[config.mk]
export PLATFORM = sky130hd
export DESIGN_NAME = uart_tx_arbiter
export DESIGN_NICKNAME = d
export VERILOG_FILES = /design/src/rtl/uart_pkg.sv /design/src/rtl/rr_pick.sv /design/src/rtl/uart_tx_arbiter.sv
export SDC_FILE = /design/constraint.sdc
export NUM_CORES = 1
export LEC_CHECK = 0
export ABC_AREA = 1
export CORE_ASPECT_RATIO = 0.6
export CORE_MARGIN = 3
export CORE_UTILIZATION = 30
export CTS_CLUSTER_SIZE = 30
export DETAILED_ROUTE_END_ITERATION = 8
export PLACE_DENSITY = 0.64
export SYNTH_ARGS = -nofsm -noshare
export SYNTH_HDL_FRONTEND = slang
export SYNTH_SLANG_ARGS = --single-unit
[constraint.sdc]
create_clock -name clk -period 5.3 [get_ports clk]
set_input_delay 1.59 -clock clk [delete_from_list [all_inputs] [get_ports clk]]
set_output_delay 1.59 -clock clk [all_outputs]
set_load 0.1 [all_outputs]
[src/rtl/uart_pkg.sv]
// Shared definitions for the uart transmit side: default parameters, the
// arbiter state encoding and a small index-width helper.
package uart_pkg;

    localparam int DEF_NUM_REQ       = 3;
    localparam int DEF_PAYLOAD_BITS  = 8;
    localparam int DEF_START_TIMEOUT = 16;

    typedef enum logic [1:0] {
        ARB_IDLE      = 2'd0,
        ARB_START     = 2'd1,
        ARB_WAIT_BUSY = 2'd2,
        ARB_WAIT_DONE = 2'd3
    } arb_state_e;

    // Width of an index into n items, never narrower than one bit.
    function automatic int idx_width(input int n);
        return (n > 1) ? $clog2(n) : 1;
    endfunction

endpackage

[src/rtl/rr_pick.sv]
// Round-robin picker: searches upward from (last+1) mod NUM_REQ and returns
// the first active request as a one-hot grant plus its index.
module rr_pick
    import uart_pkg::*;
#(
    parameter int NUM_REQ = DEF_NUM_REQ,
    parameter int IDXW    = idx_width(DEF_NUM_REQ)
) (
    input  logic [NUM_REQ-1:0] req,
    input  logic [IDXW-1:0]    last,
    output logic [NUM_REQ-1:0] grant,
    output logic [IDXW-1:0]    idx
);

    int   cand;
    logic found;

    // Walk the ring starting just after the previous owner; first hit wins.
    always_comb begin
        grant = '0;
        idx   = '0;
        found = 1'b0;
        cand  = 0;
        for (int k = 1; k <= NUM_REQ; k++) begin
            cand = int'(last) + k;
            if (cand >= NUM_REQ) begin
                cand = cand - NUM_REQ;
            end
            if (!found && req[cand]) begin
                found       = 1'b1;
                grant[cand] = 1'b1;
                idx         = IDXW'(cand);
            end
        end
    end

endmodule

[src/rtl/uart_tx_arbiter.sv]
// Shares one uart_tx between NUM_REQ requesters, one byte in flight at a time.
//
// state      | meaning
// -----------+-----------------------------------------------------------
// IDLE       | no transfer; requests sampled, winner and its byte latched
// START      | single cycle: uart_tx_en and ack[owner] asserted
// WAIT_BUSY  | uart_tx_en held until uart_tx reports busy, bounded by timeout
// WAIT_DONE  | byte shifting out; busy falling ends it with done[owner]
module uart_tx_arbiter
    import uart_pkg::*;
#(
    parameter int NUM_REQ       = DEF_NUM_REQ,
    parameter int PAYLOAD_BITS  = DEF_PAYLOAD_BITS,
    parameter int START_TIMEOUT = DEF_START_TIMEOUT
) (
    input  logic                            clk,
    input  logic                            resetn,
    input  logic [NUM_REQ-1:0]              req,
    input  logic [NUM_REQ*PAYLOAD_BITS-1:0] req_data,
    output logic [NUM_REQ-1:0]              ack,
    output logic [NUM_REQ-1:0]              done,
    output logic                            err,
    output logic                            idle,
    output logic                            uart_tx_en,
    output logic [PAYLOAD_BITS-1:0]         uart_tx_data,
    input  logic                            uart_tx_busy
);

    localparam int IDXW = idx_width(NUM_REQ);
    localparam int CNTW = $clog2(START_TIMEOUT + 1);
    localparam logic [IDXW-1:0] LAST_RST = IDXW'(NUM_REQ - 1);
    localparam logic [CNTW-1:0] CNT_MAX  = CNTW'(START_TIMEOUT);

    arb_state_e               state_q, state_d;
    logic [IDXW-1:0]          owner_q, owner_d;
    logic [IDXW-1:0]          last_q, last_d;
    logic [PAYLOAD_BITS-1:0]  data_q, data_d;
    logic [CNTW-1:0]          cnt_q, cnt_d;
    logic [NUM_REQ-1:0]       done_q, done_d;
    logic                     err_q, err_d;

    logic [NUM_REQ-1:0]       pick_grant;
    logic [IDXW-1:0]          pick_idx;
    logic [PAYLOAD_BITS-1:0]  pick_data;

    rr_pick #(
        .NUM_REQ (NUM_REQ),
        .IDXW    (IDXW)
    ) u_rr_pick (
        .req   (req),
        .last  (last_q),
        .grant (pick_grant),
        .idx   (pick_idx)
    );

    // AND-OR mux of the winning requester's byte using the one-hot grant.
    always_comb begin
        pick_data = '0;
        for (int i = 0; i < NUM_REQ; i++) begin
            if (pick_grant[i]) begin
                pick_data = pick_data | req_data[i*PAYLOAD_BITS +: PAYLOAD_BITS];
            end
        end
    end

    // Next-state logic; done/err are computed here and registered so they
    // appear as one-cycle pulses in the IDLE cycle that follows.
    always_comb begin
        state_d = state_q;
        owner_d = owner_q;
        last_d  = last_q;
        data_d  = data_q;
        cnt_d   = cnt_q;
        done_d  = '0;
        err_d   = 1'b0;
        case (state_q)
            ARB_IDLE: begin
                if (|req) begin
                    owner_d = pick_idx;
                    data_d  = pick_data;
                    cnt_d   = '0;
                    state_d = ARB_START;
                end
            end
            ARB_START: begin
                state_d = ARB_WAIT_BUSY;
            end
            ARB_WAIT_BUSY: begin
                if (cnt_q != CNT_MAX) begin
                    cnt_d = cnt_q + CNTW'(1);
                end
                if (uart_tx_busy) begin
                    state_d = ARB_WAIT_DONE;
                end else if (cnt_d == CNT_MAX) begin
                    err_d   = 1'b1;
                    state_d = ARB_IDLE;
                end
            end
            ARB_WAIT_DONE: begin
                if (!uart_tx_busy) begin
                    for (int i = 0; i < NUM_REQ; i++) begin
                        done_d[i] = (owner_q == IDXW'(i));
                    end
                    last_d  = owner_q;
                    state_d = ARB_IDLE;
                end
            end
            default: begin
                state_d = ARB_IDLE;
            end
        endcase
    end

    // State and datapath registers; reset aborts any transfer silently.
    always_ff @(posedge clk or negedge resetn) begin
        if (!resetn) begin
            state_q <= ARB_IDLE;
            owner_q <= '0;
            last_q  <= LAST_RST;
            data_q  <= '0;
            cnt_q   <= '0;
            done_q  <= '0;
            err_q   <= 1'b0;
        end else begin
            state_q <= state_d;
            owner_q <= owner_d;
            last_q  <= last_d;
            data_q  <= data_d;
            cnt_q   <= cnt_d;
            done_q  <= done_d;
            err_q   <= err_d;
        end
    end

    // Ack is decoded from the registered state and owner only.
    always_comb begin
        ack = '0;
        for (int i = 0; i < NUM_REQ; i++) begin
            ack[i] = (state_q == ARB_START) && (owner_q == IDXW'(i));
        end
    end

    assign idle         = (state_q == ARB_IDLE);
    assign uart_tx_en   = (state_q == ARB_START) || (state_q == ARB_WAIT_BUSY);
    assign uart_tx_data = data_q;
    assign done         = done_q;
    assign err          = err_q;

endmodule
### Word-level counts from Yosys, hierarchy flattened

Index checks and enable logic that the tools add are counted.

* register bits after elaboration: 23
* bits of input ports: 30
* word-level logic and storage cells: 100

* $add $sub $neg: 7
* order comparisons: 9
* equal/unequal tests: 10
* multiplexer cells: 43
* bitwise logic cells: 5
* reduce and logical (&&, ||, !) cells: 19

Operators with widths (count)
* 32-bit by 1-bit >= comparator with 1-bit output, second input constant: 3
* 32-bit by 3-bit >= comparator with 1-bit output, second input constant: 3
* 32-bit by 4-bit < comparator with 1-bit output, second input constant: 3
* 32-bit 2-to-1 mux: 3
* 32-bit by 3-bit subtractor with 32-bit output, second input constant: 3
* 8-bit 2-to-1 mux: 3
* 8-bit bitwise OR: 2
* 3-bit 2-to-1 mux: 5
* 5-bit 2-to-1 mux: 3
* 1-bit 2-to-1 mux: 14
* 2-bit 2-to-1 mux: 7
* 5-bit case mux with 2 select lines: 1
* 1-bit logical AND: 8
* 2-bit case mux with 4 select lines: 1
* 2-bit by 2-bit adder with 3-bit output, second input constant: 2
* 1-bit binary-select mux with 2-bit select: 3
* 1-bit demux with 2-bit select: 3
* 2-bit == test, second input constant: 3
* 3-bit bitwise OR: 2
* 2-bit AND reduction: 3
* 5-bit by 1-bit adder with 5-bit output, second input constant: 1
* 5-bit == test, second input constant: 1
* 5-bit != test, second input constant: 1
* 2-bit by 1-bit == test with 1-bit output, second input constant: 2
* 11 further kinds: 13

### Longest topological paths before layout

* word-level depth: 18
* gate-level depth with buffers: 14
* mapped depth without buffers: 14

### By module

From an unflattened synthesis, not the netlist that was laid out.

* cell total of the unflattened synthesis: 226
* area, all modules: 1612.8 um2

Modules (own cells, without submodules)
* uart_tx_arbiter: instances 1, cells each 164, area an instance 1253.7 um2, seq. area each 576.8 um2
* rr_pick: instances 1, cells each 62, area an instance 359.1 um2, seq. area each 0.0 um2

### Least setup slack after synthesis

Ideal clock, no wire load.

* path kind: reg2out
* start point: reg state_q[1]
* end point: out ack[2]
* arrival: 2.894 ns
* data required time: 3.710 ns
* setup slack: 0.816 ns
* cell stages (with the launch flop): 5
* path buffers: 0
* cells stage by stage: dfrtp_1 inv_1 ha_1 inv_1 nor3b_1

* cells in the longest elaborated chain, start to end: 2

RTL lines
* start: declaration: RTL line uart_tx_arbiter.sv:34 `arb_state_e state_q, state_d;`
* start signal: assignment: RTL line uart_tx_arbiter.sv:125 `state_q <= state_d;`
* 2-bit by 1-bit == test with 1-bit output: RTL line uart_tx_arbiter.sv:139 `ack[i] = (state_q == ARB_START) && (owner_q == IDXW'(i));`
* 1-bit logical AND: RTL line uart_tx_arbiter.sv:139
* end: declaration: RTL line uart_tx_arbiter.sv:20 `output logic [NUM_REQ-1:0] ack,`

Every way passes these cells.

### Worst setup path after layout

Ends and elaborated chain as after synthesis.

==> run metrics <==
outcome finished, final reports clean; Yosys Warn Count 0; ANT nets after route 0; setup violators final 0; GRT Total Usage 12.8%; initial antenna violation count 0; starting density of the core 33.1%; layout cells sized above 1 8.03%; vias after detailed routing 1494; CP endpoint kind primary output; vias in the first global route 1370; Vias/cell 4.43; Req. time, crit path 3.71 ns; Std-Cell Rows 19; Longest Clk Path Bufs 2; drt first-iter violations 88; fmax 253 MHz; syn_nets 268; Slew headroom 31.1%; final worst slack 1.34 ns; Avg Synthesized Cell Area 7.10 µm²; CTS root buffer clkbuf_8; worst slew pin tran 1.03 ns; Die Y 62.6 µm; largest net degree at the start of global routing 24; Synth area leader dfrtp_1; CTS resizes 0; first-pass GRT wire length 6.67 mm; Synth area leaders dfrtp_1, nand2_1, ha_1; clk slew on worst S/H paths 0.09 ns; Slew Limit Fails 0; Syn-to-layout area delta 36.2%; Yosys reg bits 23; # DRC 0; # IOs 47; CORE AREA 4850 µm²; setup bufs post-CTS 0; crit-path max FO 4; Post-Syn Area 1600 µm²; Hold WC Path Type flip-flop to flip-flop; maxcap violations 0; FILL cells 501; clock sink count 23; Seq/Total Area, Yosys 36.0%; CTS tree yes; top cell type's share of synthesized area 34.3%; die width 100 µm; n_diodes 0; HPWL after detailed placement 3.20 mm; drt pass-1 iters 4; wire per inst 11.7 µm; fin crit period 3.96 ns; Final Hold Fails 0; placed cell areas 2140 µm²; worst clock skew 0.00517 ns; Total Nets Final 317; GP Congestion 0.821; Netlist cell types 26; IO Port Bufs 46; hold-fix buffer count after cts 0; Setup WS pre-CTS 1.63 ns; Setup CP Type flip-flop to primary output; DIE AREA 6290 µm²; clk_lat worst skew 0.27 ns; post-route cell area 2180 µm²; CTS H-tree depth 1; final period utilization 74.7%; TritonCTS Buffers 3; final WL 3.95 mm; grt ovf 0; Post-Syn Instances 226; Startpoint Class flip-flop; arrival time of the worst setup path 2.37 ns; RSZ-0062 raised after global routing no; final setup TNS 0 ns
==> metal layers <==
layer  part of all wire [%]  vias to the layer above  track usage [%]
met4                   0.79                        0             2.52
met2                     40                       23             17.2
met5                      0                        -                0
li1                       -                      802                -
met3                    4.4                        4             2.56
met1                     54                      665             20.7
==> layout by cell type, fill, tap and decap left out, types with 2 or more instances in the layout <==
cell             instances
nor3_1                   2
nand2_1                 73
nand3_2                  5
nor2_4                   2
nor2_1                  37
inv_2                    2
nand2_2                  2
xor2_1                   3
nand3_1                 15
clkdlybuf4s50_1         46
ha_1                    12
inv_1                   22
nand2_4                  4
nand4_1                  3
a31oi_1                  3
dfrtp_1                 22
clkbuf_8                 3
o21ai_0                  8
==> registers in the layout, indices dropped and copies added (netlist names) <==
register      count
uart_tx_data      8
state_q           2
owner_q           2
done              3
err               1
cnt_q             5
last_q            2
==> kinds of logic after synthesis <==
logic type,share of synthesized area (%)
buffers and inverters,6.63
xor gates and xnor gates,1.64
DFF,36.0
AOI/OAI and AO/OA,4.45
adders and majority gates,9.36
and+or+nand+nor,42.0
==> critical path: stages, from the launching register on <==
cell             delay (ns)
dfrtp_1                0.42
inv_1                  0.12
ha_1                   0.17
inv_1                  0.06
nor3b_1                0.17
clkdlybuf4s50_1        1.16
==> cell usage after synthesis <==
cell type,n
ha_1,12
dfstp_2,1
clkbuf_1,2
nor2_2,1
buf_2,1
nor4_1,1
and2_1,1
nand4_1,3
nand3_2,5
o21ai_1,1
nand2_4,4
inv_1,22
nor3b_1,1
inv_2,2
o21ai_0,8
nor2_4,2
dfrtp_1,22
nand2_1,73
clkinv_1,1
nand2_2,2
nor2_1,37
o21a_1,1
a31oi_1,3
nand3_1,15
xor2_1,3
nor3_1,2
==> stage by stage <==
stage               utilization (%)  std cells  hold slack, ns
global route                   45.0        337           0.556
global placement               44.1        333           0.493
floorplan                         -        226           0.490
detailed placement             44.1        333           0.498
finish                         45.0        337           0.511
CTS                            45.0        337           0.517
==> path summary, 6_finish.rpt <==
check / to / from / slack [ns] / cells past startpoint
min in group asynchronous: state_q[1]$_DFFE_PN0P_ / resetn / 1.87 / 1
hold / removal: uart_tx_data[7]$_DFFE_PN0P_ / uart_tx_data[7]$_DFFE_PN0P_ / 0.51 / 2
setup reg to reg: uart_tx_data[4]$_DFFE_PN0P_ / last_q[0]$_DFFE_PN0P_ / 3.06 / 13
hold reg to reg: uart_tx_data[7]$_DFFE_PN0P_ / uart_tx_data[7]$_DFFE_PN0P_ / 0.51 / 2
setup / recovery: ack[2] / state_q[1]$_DFFE_PN0P_ / 1.34 / 5
max in group asynchronous: done[2]$_DFF_PN0_ / resetn / 2.79 / 1
==> layout make-up <==
type                            instances  area [µm²]  share of cell area [%]
Sequential cell                        23         577                    26.4
Inverter                               25        93.8                    4.30
Multi-Input combinational cell        175         921                    42.2
Tap cell                               63        78.8                    3.61
Clock inverter                          1        5.00                   0.229
Timing Repair Buffer                   47         468                    21.4
Clock buffer                            3        41.3                    1.89
Power is not shown: default switching activity piles up to over one toggle a cycle in this logic, so the estimate is an artifact.
